==> config.mk <==
export PLATFORM = sky130hd
export DESIGN_NAME = tpu_host_seq
export DESIGN_NICKNAME = d
export VERILOG_FILES = /design/src/rtl/tpu_pkg.sv /design/src/rtl/tpu_uio_pack.sv /design/src/rtl/tpu_host_seq.sv
export SDC_FILE = /design/constraint.sdc
export NUM_CORES = 1
export LEC_CHECK = 0
export ABC_AREA = 0
export CORE_MARGIN = 2
export CORE_UTILIZATION = 25
export DETAILED_ROUTE_END_ITERATION = 6
export GPL_TIMING_DRIVEN = 0
export PLACE_DENSITY_LB_ADDON = 0.08
export SYNTH_ARGS = -nofsm -noshare
export SYNTH_HDL_FRONTEND = slang
export SYNTH_SLANG_ARGS = --single-unit
==> constraint.sdc <==
create_clock -name clk -period 4.7 [get_ports clk]
set_input_delay 0.705 -clock clk [delete_from_list [all_inputs] [get_ports clk]]
set_output_delay 0.705 -clock clk [all_outputs]
set_load 0.05 [all_outputs]
==> src/rtl/tpu_pkg.sv <==
// Shared types and pin-map constants for the TPU host sequencer.
// Used by tpu_host_seq and tpu_uio_pack.
package tpu_pkg;

  typedef enum logic [2:0] {
    IDLE      = 3'd0,
    LOAD      = 3'd1,
    WAIT_DONE = 3'd2,
    READ      = 3'd3,
    DONE      = 3'd4
  } state_t;

  localparam int LOAD_EN_BIT = 0;
  localparam int SEL_AB_BIT  = 1;
  localparam int IDX_LSB     = 2;
  localparam int OUT_EN_BIT  = 4;
  localparam int OUT_SEL_LSB = 5;

  localparam int N_ELEM   = 4;
  localparam int LOAD_CYC = 2 * N_ELEM;

endpackage

==> src/rtl/tpu_uio_pack.sv <==
// Packs the TPU control fields into the 8-bit uio_in word; bit 7 is always 0.
// Purely combinational so a TPU-side bench can reuse it.
module tpu_uio_pack
  import tpu_pkg::*;
(
  input  logic       load_en,
  input  logic       sel_ab,
  input  logic [1:0] index,
  input  logic       output_en,
  input  logic [1:0] output_sel,
  output logic [7:0] uio
);

  // field placement into the uio word
  always_comb begin
    uio                     = 8'd0;
    uio[LOAD_EN_BIT]        = load_en;
    uio[SEL_AB_BIT]         = sel_ab;
    uio[IDX_LSB +: 2]       = index;
    uio[OUT_EN_BIT]         = output_en;
    uio[OUT_SEL_LSB +: 2]   = output_sel;
  end

endmodule

==> src/rtl/tpu_host_seq.sv <==
// Host-side sequencer: loads two 2x2 operands into the TPU, waits for done, reads back C.
// Optional WAIT_DONE timeout is enabled by defining TPU_SEQ_TIMEOUT_EN.
module tpu_host_seq
  import tpu_pkg::*;
#(
  parameter int DATA_W      = 8,
  parameter int READ_LAT    = 1,
  parameter int TIMEOUT_CYC = 255
) (
  input  logic                       clk,
  input  logic                       rst,
  input  logic                       start,
  input  logic [N_ELEM*DATA_W-1:0]   a_flat,
  input  logic [N_ELEM*DATA_W-1:0]   b_flat,
  output logic                       busy,
  output logic [N_ELEM*DATA_W-1:0]   c_flat,
  output logic                       result_valid,
  output logic [DATA_W-1:0]          tpu_ui_in,
  output logic [7:0]                 tpu_uio_in,
  input  logic [DATA_W-1:0]          tpu_uo_out,
  input  logic                       tpu_done
`ifdef TPU_SEQ_TIMEOUT_EN
  ,
  output logic                       timeout_err
`endif
);

  localparam int         VEC_W    = N_ELEM * DATA_W;
  localparam logic [1:0] LAST_SUB = 2'(READ_LAT);

  state_t            state, state_n;
  logic [2:0]        load_k, load_k_n;
  logic [1:0]        elem, elem_n;
  logic [1:0]        sub, sub_n;
  logic [VEC_W-1:0]  a_cap, b_cap, c_smp;
  logic [VEC_W-1:0]  a_src, b_src;
  logic              capture, sample, finish_read;
  logic              ld_n, oe_n, sel_ab_n;
  logic [1:0]        idx_n, osel_n;
  logic [DATA_W-1:0] ui_n;
  logic [7:0]        uio_n;
`ifdef TPU_SEQ_TIMEOUT_EN
  logic [15:0]       wait_cnt, wait_cnt_n;
  logic              timeout_hit;
`endif

  // next-state and datapath strobes
  always_comb begin
    state_n     = state;
    load_k_n    = load_k;
    elem_n      = elem;
    sub_n       = sub;
    capture     = 1'b0;
    sample      = 1'b0;
    finish_read = 1'b0;
`ifdef TPU_SEQ_TIMEOUT_EN
    wait_cnt_n  = wait_cnt;
    timeout_hit = 1'b0;
`endif
    case (state)
      IDLE: begin
        if (start) begin
          state_n  = LOAD;
          load_k_n = 3'd0;
          capture  = 1'b1;
        end else begin
          state_n  = IDLE;
        end
      end
      LOAD: begin
        if (load_k == 3'(LOAD_CYC - 1)) begin
          state_n    = WAIT_DONE;
`ifdef TPU_SEQ_TIMEOUT_EN
          wait_cnt_n = 16'd0;
`endif
        end else begin
          load_k_n = load_k + 3'd1;
        end
      end
      WAIT_DONE: begin
        if (tpu_done) begin
          state_n = READ;
          elem_n  = 2'd0;
          sub_n   = 2'd0;
        end else begin
`ifdef TPU_SEQ_TIMEOUT_EN
          // give up after TIMEOUT_CYC cycles; c_flat is left untouched
          if (wait_cnt == 16'(TIMEOUT_CYC - 1)) begin
            state_n     = DONE;
            timeout_hit = 1'b1;
          end else begin
            wait_cnt_n  = wait_cnt + 16'd1;
          end
`else
          state_n = WAIT_DONE;
`endif
        end
      end
      READ: begin
        if (sub == LAST_SUB) begin
          sample = 1'b1;
          sub_n  = 2'd0;
          if (elem == 2'(N_ELEM - 1)) begin
            state_n     = DONE;
            finish_read = 1'b1;
          end else begin
            elem_n = elem + 2'd1;
          end
        end else begin
          sub_n = sub + 2'd1;
        end
      end
      DONE: begin
        state_n = IDLE;
      end
      default: begin
        state_n = IDLE;
      end
    endcase
  end

  // pin values for the next cycle, derived from the next state so pins and state stay aligned
  always_comb begin
    a_src    = capture ? a_flat : a_cap;
    b_src    = capture ? b_flat : b_cap;
    ld_n     = (state_n == LOAD);
    oe_n     = (state_n == READ);
    sel_ab_n = 1'b0;
    idx_n    = 2'd0;
    osel_n   = 2'd0;
    ui_n     = {DATA_W{1'b0}};
    if (ld_n) begin
      sel_ab_n = load_k_n[2];
      idx_n    = load_k_n[1:0];
      if (load_k_n[2]) begin
        ui_n = b_src[load_k_n[1:0]*DATA_W +: DATA_W];
      end else begin
        ui_n = a_src[load_k_n[1:0]*DATA_W +: DATA_W];
      end
    end else begin
      ui_n = {DATA_W{1'b0}};
    end
    if (oe_n) begin
      osel_n = elem_n;
    end else begin
      osel_n = 2'd0;
    end
  end

  tpu_uio_pack u_pack (
    .load_en    (ld_n),
    .sel_ab     (sel_ab_n),
    .index      (idx_n),
    .output_en  (oe_n),
    .output_sel (osel_n),
    .uio        (uio_n)
  );

  // sequencer state, counters and captured operands
  always_ff @(posedge clk or posedge rst) begin
    if (rst) begin
      state    <= IDLE;
      load_k   <= 3'd0;
      elem     <= 2'd0;
      sub      <= 2'd0;
      a_cap    <= {VEC_W{1'b0}};
      b_cap    <= {VEC_W{1'b0}};
      c_smp    <= {VEC_W{1'b0}};
`ifdef TPU_SEQ_TIMEOUT_EN
      wait_cnt <= 16'd0;
`endif
    end else begin
      state    <= state_n;
      load_k   <= load_k_n;
      elem     <= elem_n;
      sub      <= sub_n;
`ifdef TPU_SEQ_TIMEOUT_EN
      wait_cnt <= wait_cnt_n;
`endif
      if (capture) begin
        a_cap <= a_flat;
        b_cap <= b_flat;
      end
      if (sample) begin
        c_smp[elem*DATA_W +: DATA_W] <= tpu_uo_out;
      end
    end
  end

  // registered outputs
  always_ff @(posedge clk or posedge rst) begin
    if (rst) begin
      busy         <= 1'b0;
      result_valid <= 1'b0;
      c_flat       <= {VEC_W{1'b0}};
      tpu_ui_in    <= {DATA_W{1'b0}};
      tpu_uio_in   <= 8'd0;
`ifdef TPU_SEQ_TIMEOUT_EN
      timeout_err  <= 1'b0;
`endif
    end else begin
      busy         <= (state_n == LOAD) || (state_n == WAIT_DONE) || (state_n == READ);
      result_valid <= (state_n == DONE);
      tpu_ui_in    <= ui_n;
      tpu_uio_in   <= uio_n;
`ifdef TPU_SEQ_TIMEOUT_EN
      timeout_err  <= timeout_hit;
`endif
      // last element bypasses c_smp so c_flat is complete in the DONE cycle
      if (finish_read) begin
        c_flat <= {tpu_uo_out, c_smp[VEC_W-DATA_W-1:0]};
      end
    end
  end

endmodule

# ---- Yosys cells after proc, flatten, opt, wreduce, memory -nomap -nowiden
# Cells that the tools add are included.
dict set report totals {
  reg_bits 155
  input_bits 76
  output_inout_bits 50
  elab_cells 67
}
dict set report op_classes {
  addsub 4
  n_eq_ne 11
  shifts 4
  muxes 31
  n_reduce_logical 5
}
# operator count
set op_table {}
lappend op_table {{32-bit 2-to-1 mux} 2}
lappend op_table {{32-bit by 6-bit indexed part select with 8-bit output} 2}
lappend op_table {{5-bit negator with 34-bit output} 1}
lappend op_table {{8-bit by 34-bit variable shift with 32-bit output, first input constant} 1}
lappend op_table {{8-bit by 34-bit indexed part select with 32-bit output} 1}
lappend op_table {{32-bit bitwise mux} 1}
lappend op_table {{8-bit 2-to-1 mux} 2}
lappend op_table {{3-bit 2-to-1 mux} 5}
lappend op_table {{2-bit 2-to-1 mux} 7}
lappend op_table {{3-bit by 2-bit == test with 1-bit output, second input constant} 4}
lappend op_table {{3-bit case mux with 4 select lines} 1}
lappend op_table {{1-bit 2-to-1 mux} 10}
lappend op_table {{2-bit case mux with 2 select lines} 2}
lappend op_table {{3-bit by 1-bit == test with 1-bit output, second input constant} 2}
lappend op_table {{3-bit == test, second input constant} 2}
lappend op_table {{3-bit case mux with 2 select lines} 1}
lappend op_table {{2-bit by 1-bit adder with 2-bit output, second input constant} 2}
lappend op_table {{3-bit by 1-bit adder with 3-bit output, second input constant} 1}
lappend op_table {{3-bit logical NOT} 1}
lappend op_table {{2-bit by 1-bit == test with 1-bit output, second input constant} 1}
lappend op_table {{2-bit == test, second input constant} 1}
lappend op_table {{1-bit logical OR} 2}
lappend op_table {{2-bit != test, second input constant} 1}
lappend op_table {{2-bit AND reduction} 1}
lappend op_table {{2-bit nonzero test} 1}

# ---- Logic depth before layout (Yosys ltp)
# Gate-level depths: netlist of the first run.
dict set report logic_depth {
  ltp_word 7
  depth_mapped 8
  mapped_depth_nobuf 7
}

# ---- Modules after synthesis
# A second synthesis of the first run with hierarchy kept.
dict set report unflattened {
  cells_unflattened 636
  hier_area_um2 6241.0
}
# mod instances cells_each area_each_um2 seq_area_each_um2
set by_module_without_submodules {}
lappend by_module_without_submodules {tpu_host_seq 1 627 6177.2 3703.6}
lappend by_module_without_submodules {tpu_uio_pack 1 9 63.8 0.0}

# ---- Worst setup path after synthesis of the first run
# Ideal clock, no wire load.
dict set report synth_path {
  kind {input to register}
  from {input start}
  to {register tpu_ui_in[6]}
  setup_ns 0.139
  arrival_time_ns 2.178
  t_required_ns 4.561
  setup_slack_ns 2.383
  stages 7
  path_buffers 1
  path_cell_list {or3b_4 -> a211oi_4 -> inv_2 -> buf_2 -> or3_1 -> o2111ai_1 -> nand4_1}
}
dict set report synth_between {
  elab_chain_len 6
  elab_cells_between_ends 13
  cone_classes {eq/ne: 1; shift: 2; mux: 10}
}
# item line_no
set synth_lines {}
lappend synth_lines {{start, declared} tpu_host_seq.sv:12} ;# input logic start,
lappend synth_lines {{1-bit 2-to-1 mux} tpu_host_seq.sv:62} ;# if (start) begin
lappend synth_lines {{1-bit 2-to-1 mux} tpu_host_seq.sv:60} ;# case (state)
lappend synth_lines {{32-bit 2-to-1 mux} n/a}
lappend synth_lines {{32-bit by 6-bit indexed part select with 8-bit output, on equally long branches} {tpu_host_seq.sv:138, tpu_host_seq.sv:136}}
lappend synth_lines {{8-bit 2-to-1 mux} tpu_host_seq.sv:135} ;# if (load_k_n[2]) begin
lappend synth_lines {{8-bit 2-to-1 mux *} tpu_host_seq.sv:132} ;# if (ld_n) begin
lappend synth_lines {{named net ui_n[6]} tpu_host_seq.sv:40} ;# logic [DATA_W-1:0] ui_n;
lappend synth_lines {{end signal, assigned} tpu_host_seq.sv:196} ;# tpu_ui_in <= {DATA_W{1'b0}};
lappend synth_lines {{end signal, assigned} tpu_host_seq.sv:204} ;# tpu_ui_in <= ui_n;
lappend synth_lines {{end, declared} tpu_host_seq.sv:18} ;# output logic [DATA_W-1:0] tpu_ui_in,
# The timed path passes the listed nets; every way through them passes the cells marked *.
# A chain may end at the register's enable or synchronous reset.

# ---- Worst setup path in the final report of the first run
dict set report layout_path {
  from {input start}
  to {register tpu_ui_in[3]}
}
# The elaborated chain is that of the path after synthesis.

==> flow_summary_export.csv, run 1 <==
group,metric,value,unit
timing,timing_hold_violations_final,0,
critical_path,cp-startpoint,"start",
detailed_routing,dr.pass1.iters,4,
clock_tree,clock_latency,0.42,ns
die,die_y,162,um
timing,rsz0062_at_grt,"no",
timing,finalSetupTns,0,ns
clock_tree,clock-root-buffer,"clkbuf_16",
global_routing,globalRouteOverflowTotal,0,
timing,fmax,326,MHz
die,start_util,0.255,
timing,period_minus_slack,3.07,ns
critical_path,critPathCaptureType,"flip-flop",
synth,postSynthAreaPerCell,9.96,um^2
power,ir_drop,245,uV
power,leakage,3.87,nW
power,p_seq_frac,0.365,
synth,postSynthCellCount,623,
finish,finalInstanceArea,8450,um^2
detailed_routing,viasPerCell,4.42,
synth,ys_types,38,
synth,async_flop_share,1.00,
power,p_int,3.43,mW
critical_path,cp_data_required_time,4.94,ns
synth,yosysTopAreaCellShare,0.593,
clock_tree,cts_made_buffers,17,
finish,n_antenna_cell,0,
synth,synth_top_cell_by_area,"dfrtp_1",
power,power,5.86,mW
global_routing,grt_pass1_vias,5212,
synth,synthesis.area,6210,um^2
timing,skew,0.0105,ns
die,design.portCount,126,
clock_tree,h-tree-depth,4,
place,place_area,7890,um^2
power,clkPwrFrac,0.221,
synth,yosysWarnings,0,
detailed_routing,drc,0,
detailed_routing,ant_nets,0,
die,row_count,57,
critical_path,cp_max_fo,10,
finish,drive_gt1_frac,0.113,
critical_path,path_class,"in2reg",
synth,ys_seq_area_frac,0.593,
min_path,hp-class,"reg2reg",
synth,synth_ff_type,"dfrtp_1",
min_path,min-delay-start,"b_cap[30]$_DFF_PP0_",
clock_tree,cts_resized,0,
timing,tightest_slew,1.03,ns
synth,syn_nets,706,
critical_path,r2r_cells,7,
global_routing,antenna_found_initial,0,
timing,slew_violations,0,
critical_path,r2r-start,"state[2]$_DFF_PP0_",
flow_run,maxCapViolCount,0,
global_routing,grt_max_degree,85,
power,power.density,694,nW/um^2
timing,setup_viol,0,
clock_tree,postCtsSetupBuffers,0,
outcome,outcome,"completed",
finish,n_fill_cell,2494,
synth,synth_edf_count,0,
finish,finish.utilization,0.347,
clock_tree,cts_tree,"yes",
detailed_routing,wl_per_cell,16.6,um
critical_path,critical_path_arrival,3.31,ns
detailed_routing,finalWirelength,18300,um
synth,synth_area_leaders,"dfrtp_1 (59%), nand2_1 (16%), mux2_2 (6.9%)",
place,gp_congestion,0.802,
die,die_area,26100,um^2
synth,ys_ff_latch,147,
timing,finalCritPeriodShare,0.653,
power,power.share.switching,0.415,
timing,relSlewSlack,0.311,
detailed_routing,drt_iter0_markers,209,
place,io_buffers,124,
finish,fin_nets,850,
clock_tree,postCtsHoldBufs,0,
detailed_routing,vias,4881,
die,core,24300,um^2
clock_tree,clk_pin_slew,0.07,ns
critical_path,startpoint_type,"primary input",
clock_tree,cts.sinks,147,
power,p_sw,2.43,mW
finish,layout_common_cells,"nand2_1 (259), dfrtp_1 (147), clkdlybuf4s50_1 (124), mux2_2 (38)",
power,p_comb_frac,0.414,
place,place_hpwl,13400,um
die,die_w,162,um
global_routing,grt_pass1_wl,28600,um
finish,synthToLayoutAreaGrowth,36.1,%
global_routing,track_usage,0.145,
clock_tree,clockBufferDepth,2,
min_path,min_path_cells,2,
finish,final_common_cell,"nand2_1",
-- sequential cells by signal, indices dropped and copies added (netlist names), 3 cells and up --
register,count
c_flat,32
b_cap,32
a_cap,32
tpu_uio_in,7
tpu_ui_in,8
load_k,3
c_smp,24
state,3
-- cell usage after synthesis (6+ instances only) --
library cell  instances
buf_2                10
clkbuf_1             18
dfrtp_1             147
ha_1                  7
inv_1                 6
mux2_2               38
nand2_1             259
nand4_1              11
nor2_1                7
o2111ai_1             9
o211ai_1             13
o21ai_0              26
o311ai_0              6
or3_1                26
-- layout make-up --
type / count / area, um^2 / area share
Inverter: 7 / 31.3 / 0.00370
Timing Repair Buffer: 125 / 1270 / 0.150
Buffer: 32 / 136 / 0.0161
Tap cell: 324 / 405 / 0.0480
Clock buffer: 21 / 470 / 0.0557
Multi-Input combinational cell: 437 / 2360 / 0.280
Sequential cell: 147 / 3680 / 0.435
Clock inverter: 11 / 93.8 / 0.0111
-- per-stage QoR --
stage | hold slack [ns] | worst slack [ns] | cells
2_1_floorplan | 0.439 | 0.0437 | 623
3_3_place_gp | 0.454 | -2.13 | 1071
3_5_place_dp | 0.460 | 1.22 | 1072
4_1_cts | 0.475 | 1.66 | 1104
5_1_grt | 0.500 | 1.49 | 1104
6_report | 0.472 | 1.63 | 1104
-- metal layers --
layer | share of wire | vias up | global-route usage
li1 | - | 2369 | -
met4 | 0.018 | 0 | 0.0471
met2 | 0.49 | 137 | 0.247
met1 | 0.44 | 2357 | 0.182
met3 | 0.043 | 18 | 0.0316
met5 | 0 | - | 0
-- worst max-delay path: stages --
cell             delay [ns]
clkdlybuf4s50_1        0.52
or3b_4                 0.41
a211oi_4               0.48
inv_2                  0.12
clkbuf_1               0.24
or3_1                  0.35
o311ai_0               0.23
nand4_1                0.25
-- logic make-up (layout without fill, tap and decap cells) --
family / after synthesis / in the layout / share of synthesized area
and+or+nand+nor: 326 / 326 / 0.224
DFF: 147 / 147 / 0.593
AOI/OAI and AO/OA: 64 / 64 / 0.0720
muxes: 39 / 39 / 0.0706
buffers and inverters: 39 / 196 / 0.0262
adders and majority gates: 7 / 7 / 0.0141
other: 1 / 1 / 0.000604
-- final timing paths --
check / end / slack (ns)
setup / recovery: tpu_ui_in[3]$_DFF_PP0_ / 1.63
hold / removal: b_cap[30]$_DFF_PP0_ / 0.47
setup reg to reg: tpu_ui_in[3]$_DFF_PP0_ / 1.96
hold reg to reg: b_cap[30]$_DFF_PP0_ / 0.47
max in group asynchronous: state[2]$_DFF_PP0_ / 3.14
min in group asynchronous: c_flat[24]$_DFFE_PP0P_ / 0.73
-- power groups by stage --
stage | combinational, mW | clock [mW] | sequential (mW)
2_1_floorplan | 1.11 | 0 | 2.62
3_5_place_dp | 2.45 | 0 | 2.17
5_1_grt | 2.67 | 1.39 | 2.21
3_3_place_gp | 2.42 | 0 | 2.15
6_report | 2.43 | 1.29 | 2.14
4_1_cts | 2.46 | 1.33 | 2.15
Note: power is estimated with default switching activity, not from simulation.
==> inputs of run 2 (changes only) <==
Clock period 4.7 ns to 2.5 ns, I/O delays scaled along.
==> flow_summary_export.csv, run 2 (synthesis gave the netlist of run 1 again) <==
group,metric,value,unit
critical_path,r2r-start,"state[2]$_DFF_PP0_",
critical_path,cp_data_required_time,2.76,ns
place,io_buffers,124,
clock_tree,cts_tree,"yes",
finish,final_common_cell,"nand2_1",
timing,setup_viol,0,
finish,fin_nets,854,
global_routing,antenna_found_initial,0,
clock_tree,clock-root-buffer,"clkbuf_16",
detailed_routing,dr.pass1.iters,4,
die,die_w,162,um
finish,synthToLayoutAreaGrowth,38.1,%
place,place_hpwl,13800,um
detailed_routing,wl_per_cell,16.8,um
timing,timing_hold_violations_final,0,
finish,finalInstanceArea,8570,um^2
global_routing,grt_pass1_vias,5246,
detailed_routing,viasPerCell,4.41,
timing,period_minus_slack,2.34,ns
die,start_util,0.255,
critical_path,critical_path_arrival,2.60,ns
timing,tightest_slew,1.08,ns
finish,n_fill_cell,2491,
timing,rsz0062_at_grt,"yes",
finish,layout_common_cells,"nand2_1 (259), dfrtp_1 (146), clkdlybuf4s50_1 (124), mux2_2 (38)",
critical_path,cp_max_fo,10,
die,row_count,57,
clock_tree,clk_pin_slew,0.06,ns
place,pre_cts_ws,-0.664,ns
die,design.portCount,126,
place,gp_congestion,0.785,
clock_tree,cts.sinks,147,
global_routing,grt_pass1_wl,29400,um
critical_path,path_class,"reg2reg",
timing,whs,0.467,ns
timing,slew_violations,0,
critical_path,reg2reg_setup_slack,0.16,ns
outcome,outcome,"completed",
die,die_y,162,um
clock_tree,h-tree-depth,4,
timing,fmax,427,MHz
timing,setup_slack,0.157,ns
timing,relSlewSlack,0.278,
die,core,24300,um^2
clock_tree,clockBufferDepth,2,
critical_path,startpoint_type,"flip-flop",
finish,top_regs,"a_cap x32, b_cap x32, c_flat x32",
timing,finalCritPeriodShare,0.937,
critical_path,slowest_stage,"dfrtp_1",
critical_path,cpPeakStageDelay,0.47,ns
critical_path,timing.rr.end,"tpu_ui_in[4]$_DFF_PP0_",
critical_path,critPathCaptureType,"flip-flop",
global_routing,grt_max_degree,39,
flow_run,maxCapViolCount,0,
finish,finish.utilization,0.352,
power,power.density,1320,nW/um^2
detailed_routing,drt_iter0_markers,236,
detailed_routing,vias,4882,
finish,drive_gt1_frac,0.128,
power,power,11.3,mW
clock_tree,clock_latency,0.42,ns
die,die_area,26100,um^2
timing,skew,0.00796,ns
place,place_area,7940,um^2
detailed_routing,ant_nets,0,
power,ir_drop,543,uV
critical_path,r2r_cells,7,
power,leakage,3.93,nW
critical_path,cp_cell_sequence,"or3b_4, a211oi_4, inv_2, clkbuf_2, or3_1, o311ai_0, nand4_1",
finish,n_antenna_cell,0,
clock_tree,cts_made_buffers,17,
global_routing,track_usage,0.149,
global_routing,globalRouteOverflowTotal,0,
detailed_routing,finalWirelength,18600,um
detailed_routing,drc,0,
min_path,hp-class,"in2async",
## run 2: cell types whose count changed in the layout (fill, tap and decap cells not counted), sizes merged
cell,before,now
buf,15,19
inv,12,8
bufinv,0,3
clkbuf,39,37
clkinv,2,4
## run 2: cell type report
| cell class | count | area, um^2 | share of cell area |
|---|---|---|---|
| plain buffers | 32 | 143 | 0.0166 |
| clock buffers | 19 | 433 | 0.0505 |
| clock inverters | 12 | 158 | 0.0184 |
| inverters | 7 | 30.0 | 0.00350 |
| multi-input cells | 437 | 2390 | 0.279 |
| flip-flops and latches | 147 | 3680 | 0.429 |
| well taps | 324 | 405 | 0.0473 |
| repair buffers | 129 | 1330 | 0.155 |
## run 2: power breakdown
group | switching [mW] | total, mW | internal, mW
logic | 2.95 | 4.64 | 1.69
clock network | 1.02 | 2.59 | 1.57
registers | 0.606 | 4.04 | 3.44
total | 4.58 | 11.3 | 6.70
## run 2: layer usage
metal / track usage / up-vias / part of all wire
met5: 0 / - / 0
met4: 0.0430 / 0 / 0.014
met3: 0.0347 / 16 / 0.038
met2: 0.252 / 108 / 0.50
met1: 0.191 / 2385 / 0.45
li1: - / 2373 / -
## run 2: metrics by stage
step	instances	setup TNS (ns)
after floorplan	623	0
after global placement	1071	-192.14
after detailed placement	1075	-30.55
after CTS	1107	-0.0218
after global routing	1107	-0.00770
final	1107	0
## run 2: timing repair
action                                  in CTS  in global routing
pin swaps                                    1                  0
hold buffers                                 0                  0
resized for setup                            3                 14
setup buffers                                1                  0
endpoints found under the setup margin      48                 77
## run 2: worst max path at each step
| stage | startpoint | slack (ns) | cells after the start | to |
|---|---|---|---|---|
| 2_1_floorplan | rst | 0.28 | 1 | a_cap[0]$_DFF_PP0_ |
| 3_3_place_gp | rst | -1.11 | 2 | a_cap[12]$_DFF_PP0_ |
| 3_5_place_dp | start | -0.66 | 8 | tpu_ui_in[3]$_DFF_PP0_ |
| 4_1_cts | state[2]$_DFF_PP0_ | -0.02 | 5 | tpu_ui_in[0]$_DFF_PP0_ |
| 5_1_grt | elem[0]$_DFF_PP0_ | -0.008 | 5 | c_smp[11]$_DFFE_PP0P_ |
| 6_report | state[2]$_DFF_PP0_ | 0.16 | 7 | tpu_ui_in[4]$_DFF_PP0_ |
## run 2: critical path, delay by kind of cell, from the launching register on
kind                   cells  cell delay [ns]
and+or+nand+nor            3             0.99
AOI/OAI and AO/OA          2             0.44
DFF                        1             0.47
buffers and inverters      2             0.30
==> inputs of run 3 (changes only) <==
Settings changed: CORE_MARGIN 2 to not set.
==> flow_summary_export.csv, run 3 (synthesis gave the netlist of run 1 again) <==
group,metric,value,unit
clock_tree,postCtsHoldBufs,0,
place,io_buffers,124,
clock_tree,h-tree-depth,4,
place,place_inst,1075,
place,gp_congestion,0.779,
finish,final_cells,1108,
timing,timing_hold_violations_final,0,
finish,fin_nets,854,
die,design.portCount,126,
outcome,outcome,"completed",
flow_run,maxCapViolCount,0,
clock_tree,clock-root-buffer,"clkbuf_16",
die,start_util,0.255,
clock_tree,cts_tree,"yes",
critical_path,critical_path_arrival,2.63,ns
power,p_seq_frac,0.361,
die,core,24300,um^2
detailed_routing,finalWirelength,18000,um
die,die_area,25500,um^2
clock_tree,clockBufferDepth,2,
power,p_comb_frac,0.413,
critical_path,cpPeakStageDelay,0.54,ns
critical_path,cp_num_buf_inv,3,
detailed_routing,dr.pass1.iters,5,
detailed_routing,vias,4844,
global_routing,grt_max_degree,43,
clock_tree,cts.sinks,147,
finish,n_antenna_cell,0,
timing,fmax,420,MHz
global_routing,grt_pass1_wl,29300,um
place,place_hpwl,13500,um
power,clkPwrFrac,0.226,
critical_path,path_class,"in2reg",
detailed_routing,drt_iter0_markers,195,
timing,slew_violations,0,
die,die_w,160,um
timing,whs,0.353,ns
finish,n_fill_cell,2468,
timing,skew,0.00809,ns
global_routing,globalRouteOverflowTotal,0,
critical_path,slowest_stage,"clkdlybuf4s50_1",
timing,rsz0062_at_grt,"no",
clock_tree,cts_made_buffers,17,
timing,tightest_slew,1.04,ns
critical_path,startpoint_type,"primary input",
power,p_int,6.62,mW
power,power.density,1300,nW/um^2
timing,relSlewSlack,0.308,
clock_tree,clock_latency,0.42,ns
clock_tree,clk_pin_slew,0.06,ns
global_routing,track_usage,0.150,
critical_path,cp_top_family,"simple AND/OR/NAND/NOR gates",
timing,finalCritPeriodShare,0.952,
finish,layout_common_cells,"nand2_1 (259), dfrtp_1 (144), clkdlybuf4s50_1 (124), mux2_2 (38)",
critical_path,cp_max_fo,10,
global_routing,grt_pass1_vias,5256,
finish,ff_latch_area,3680,um^2
critical_path,cp_cell_sequence,"clkdlybuf4s50_1, or3b_4, a211oi_4, inv_2, clkbuf_2, or3_1, o311ai_0, nand4_1",
critical_path,cp-startpoint,"start",
detailed_routing,topRoutingLayerUsed,"met4",
finish,drive_gt1_frac,0.130,
detailed_routing,wirelength_met1,8150,um
finish,top_regs,"a_cap x32, b_cap x32, c_flat x32",
timing,setup_viol,0,
die,row_count,57,
global_routing,antenna_found_initial,0,
die,die_y,160,um
finish,multi_input_area,2400,um^2
power,leakage,3.93,nW
detailed_routing,viasPerCell,4.37,
detailed_routing,wl_per_cell,16.3,um
critical_path,cp_data_required_time,2.75,ns
critical_path,r2r-start,"state[2]$_DFF_PP0_",
critical_path,critPathCaptureType,"flip-flop",
power,p_sw,4.57,mW
detailed_routing,dr_wl_met3,586,um
min_path,hp-class,"in2async",
finish,final_common_cell,"nand2_1",
power,power.share.switching,0.408,
timing,period_minus_slack,2.38,ns
finish,synthToLayoutAreaGrowth,38.3,%
detailed_routing,ant_nets,0,
power,ir_drop,501,uV
detailed_routing,drc,0,
detailed_routing,wl_met2,8990,um
[run 3: power by group through the flow]
stage | Sequential, mW | Combinational, mW | Clock, mW
after CTS | 4.05 | 4.64 | 2.61
after global placement | 4.05 | 4.55 | 0
final | 4.04 | 4.62 | 2.52
after floorplan | 4.92 | 2.09 | 0
after detailed placement | 4.08 | 4.60 | 0
after global routing | 4.19 | 5.07 | 2.70
[run 3: worst register-to-register path, cell delays in order, from the launching register on]
cell	delay, ns
dfrtp_2	0.47
or3b_4	0.44
a211oi_4	0.27
inv_2	0.09
clkbuf_2	0.19
or3_1	0.33
o311ai_0	0.19
nand4_1	0.23
[run 3: final timing paths]
path | endpoint | slack (ns) | depth (start not counted)
worst max-delay path | tpu_ui_in[4]$_DFF_PP0_ | 0.12 | 8
worst min-delay path | result_valid$_DFF_PP0_ | 0.35 | 2
worst max register to register | tpu_ui_in[4]$_DFF_PP0_ | 0.13 | 7
worst min register to register | a_cap[19]$_DFF_PP0_ | 0.47 | 2
max in group asynchronous | tpu_ui_in[0]$_DFF_PP0_ | 1.36 | 4
min in group clk | a_cap[19]$_DFF_PP0_ | 0.47 | 2
[run 3: per-layer routing]
layer | vias up | track usage
met3 | 16 | 0.0266
li1 | 2375 | -
met5 | - | 0
met4 | 0 | 0.0551
met1 | 2351 | 0.189
met2 | 102 | 0.256
[run 3: area by class of cell]
class                           count  area share
Clock buffer                       19      0.0505
Multi-Input combinational cell    437       0.280
Timing Repair Buffer              129       0.156
Tap cell                          324      0.0472
Clock inverter                     13      0.0176
Inverter                            7     0.00350
Sequential cell                   147       0.429
Buffer                             32      0.0165
[run 3: through the flow]
stage | setup slack, ns | setup TNS, ns | power (mW) | area (um^2) | util
2_1_floorplan | 0.278 | 0 | 7.01 | 6210 | -
3_3_place_gp | -1.11 | -192.91 | 8.60 | 7860 | 0.323
3_5_place_dp | -0.674 | -33.78 | 8.68 | 7940 | 0.327
4_1_cts | 0.00330 | 0 | 11.3 | 8540 | 0.351
5_1_grt | 0.0210 | 0 | 12.0 | 8580 | 0.353
6_report | 0.120 | 0 | 11.2 | 8580 | 0.353
[run 3: repair_timing]
item                                   CTS  global route
gates cloned                             0             0
buffers inserted                         1             0
endpoints found under the hold margin    0             0
setup endpoints to repair               48            76
resized for setup                        3            14
pin swaps                                1             1
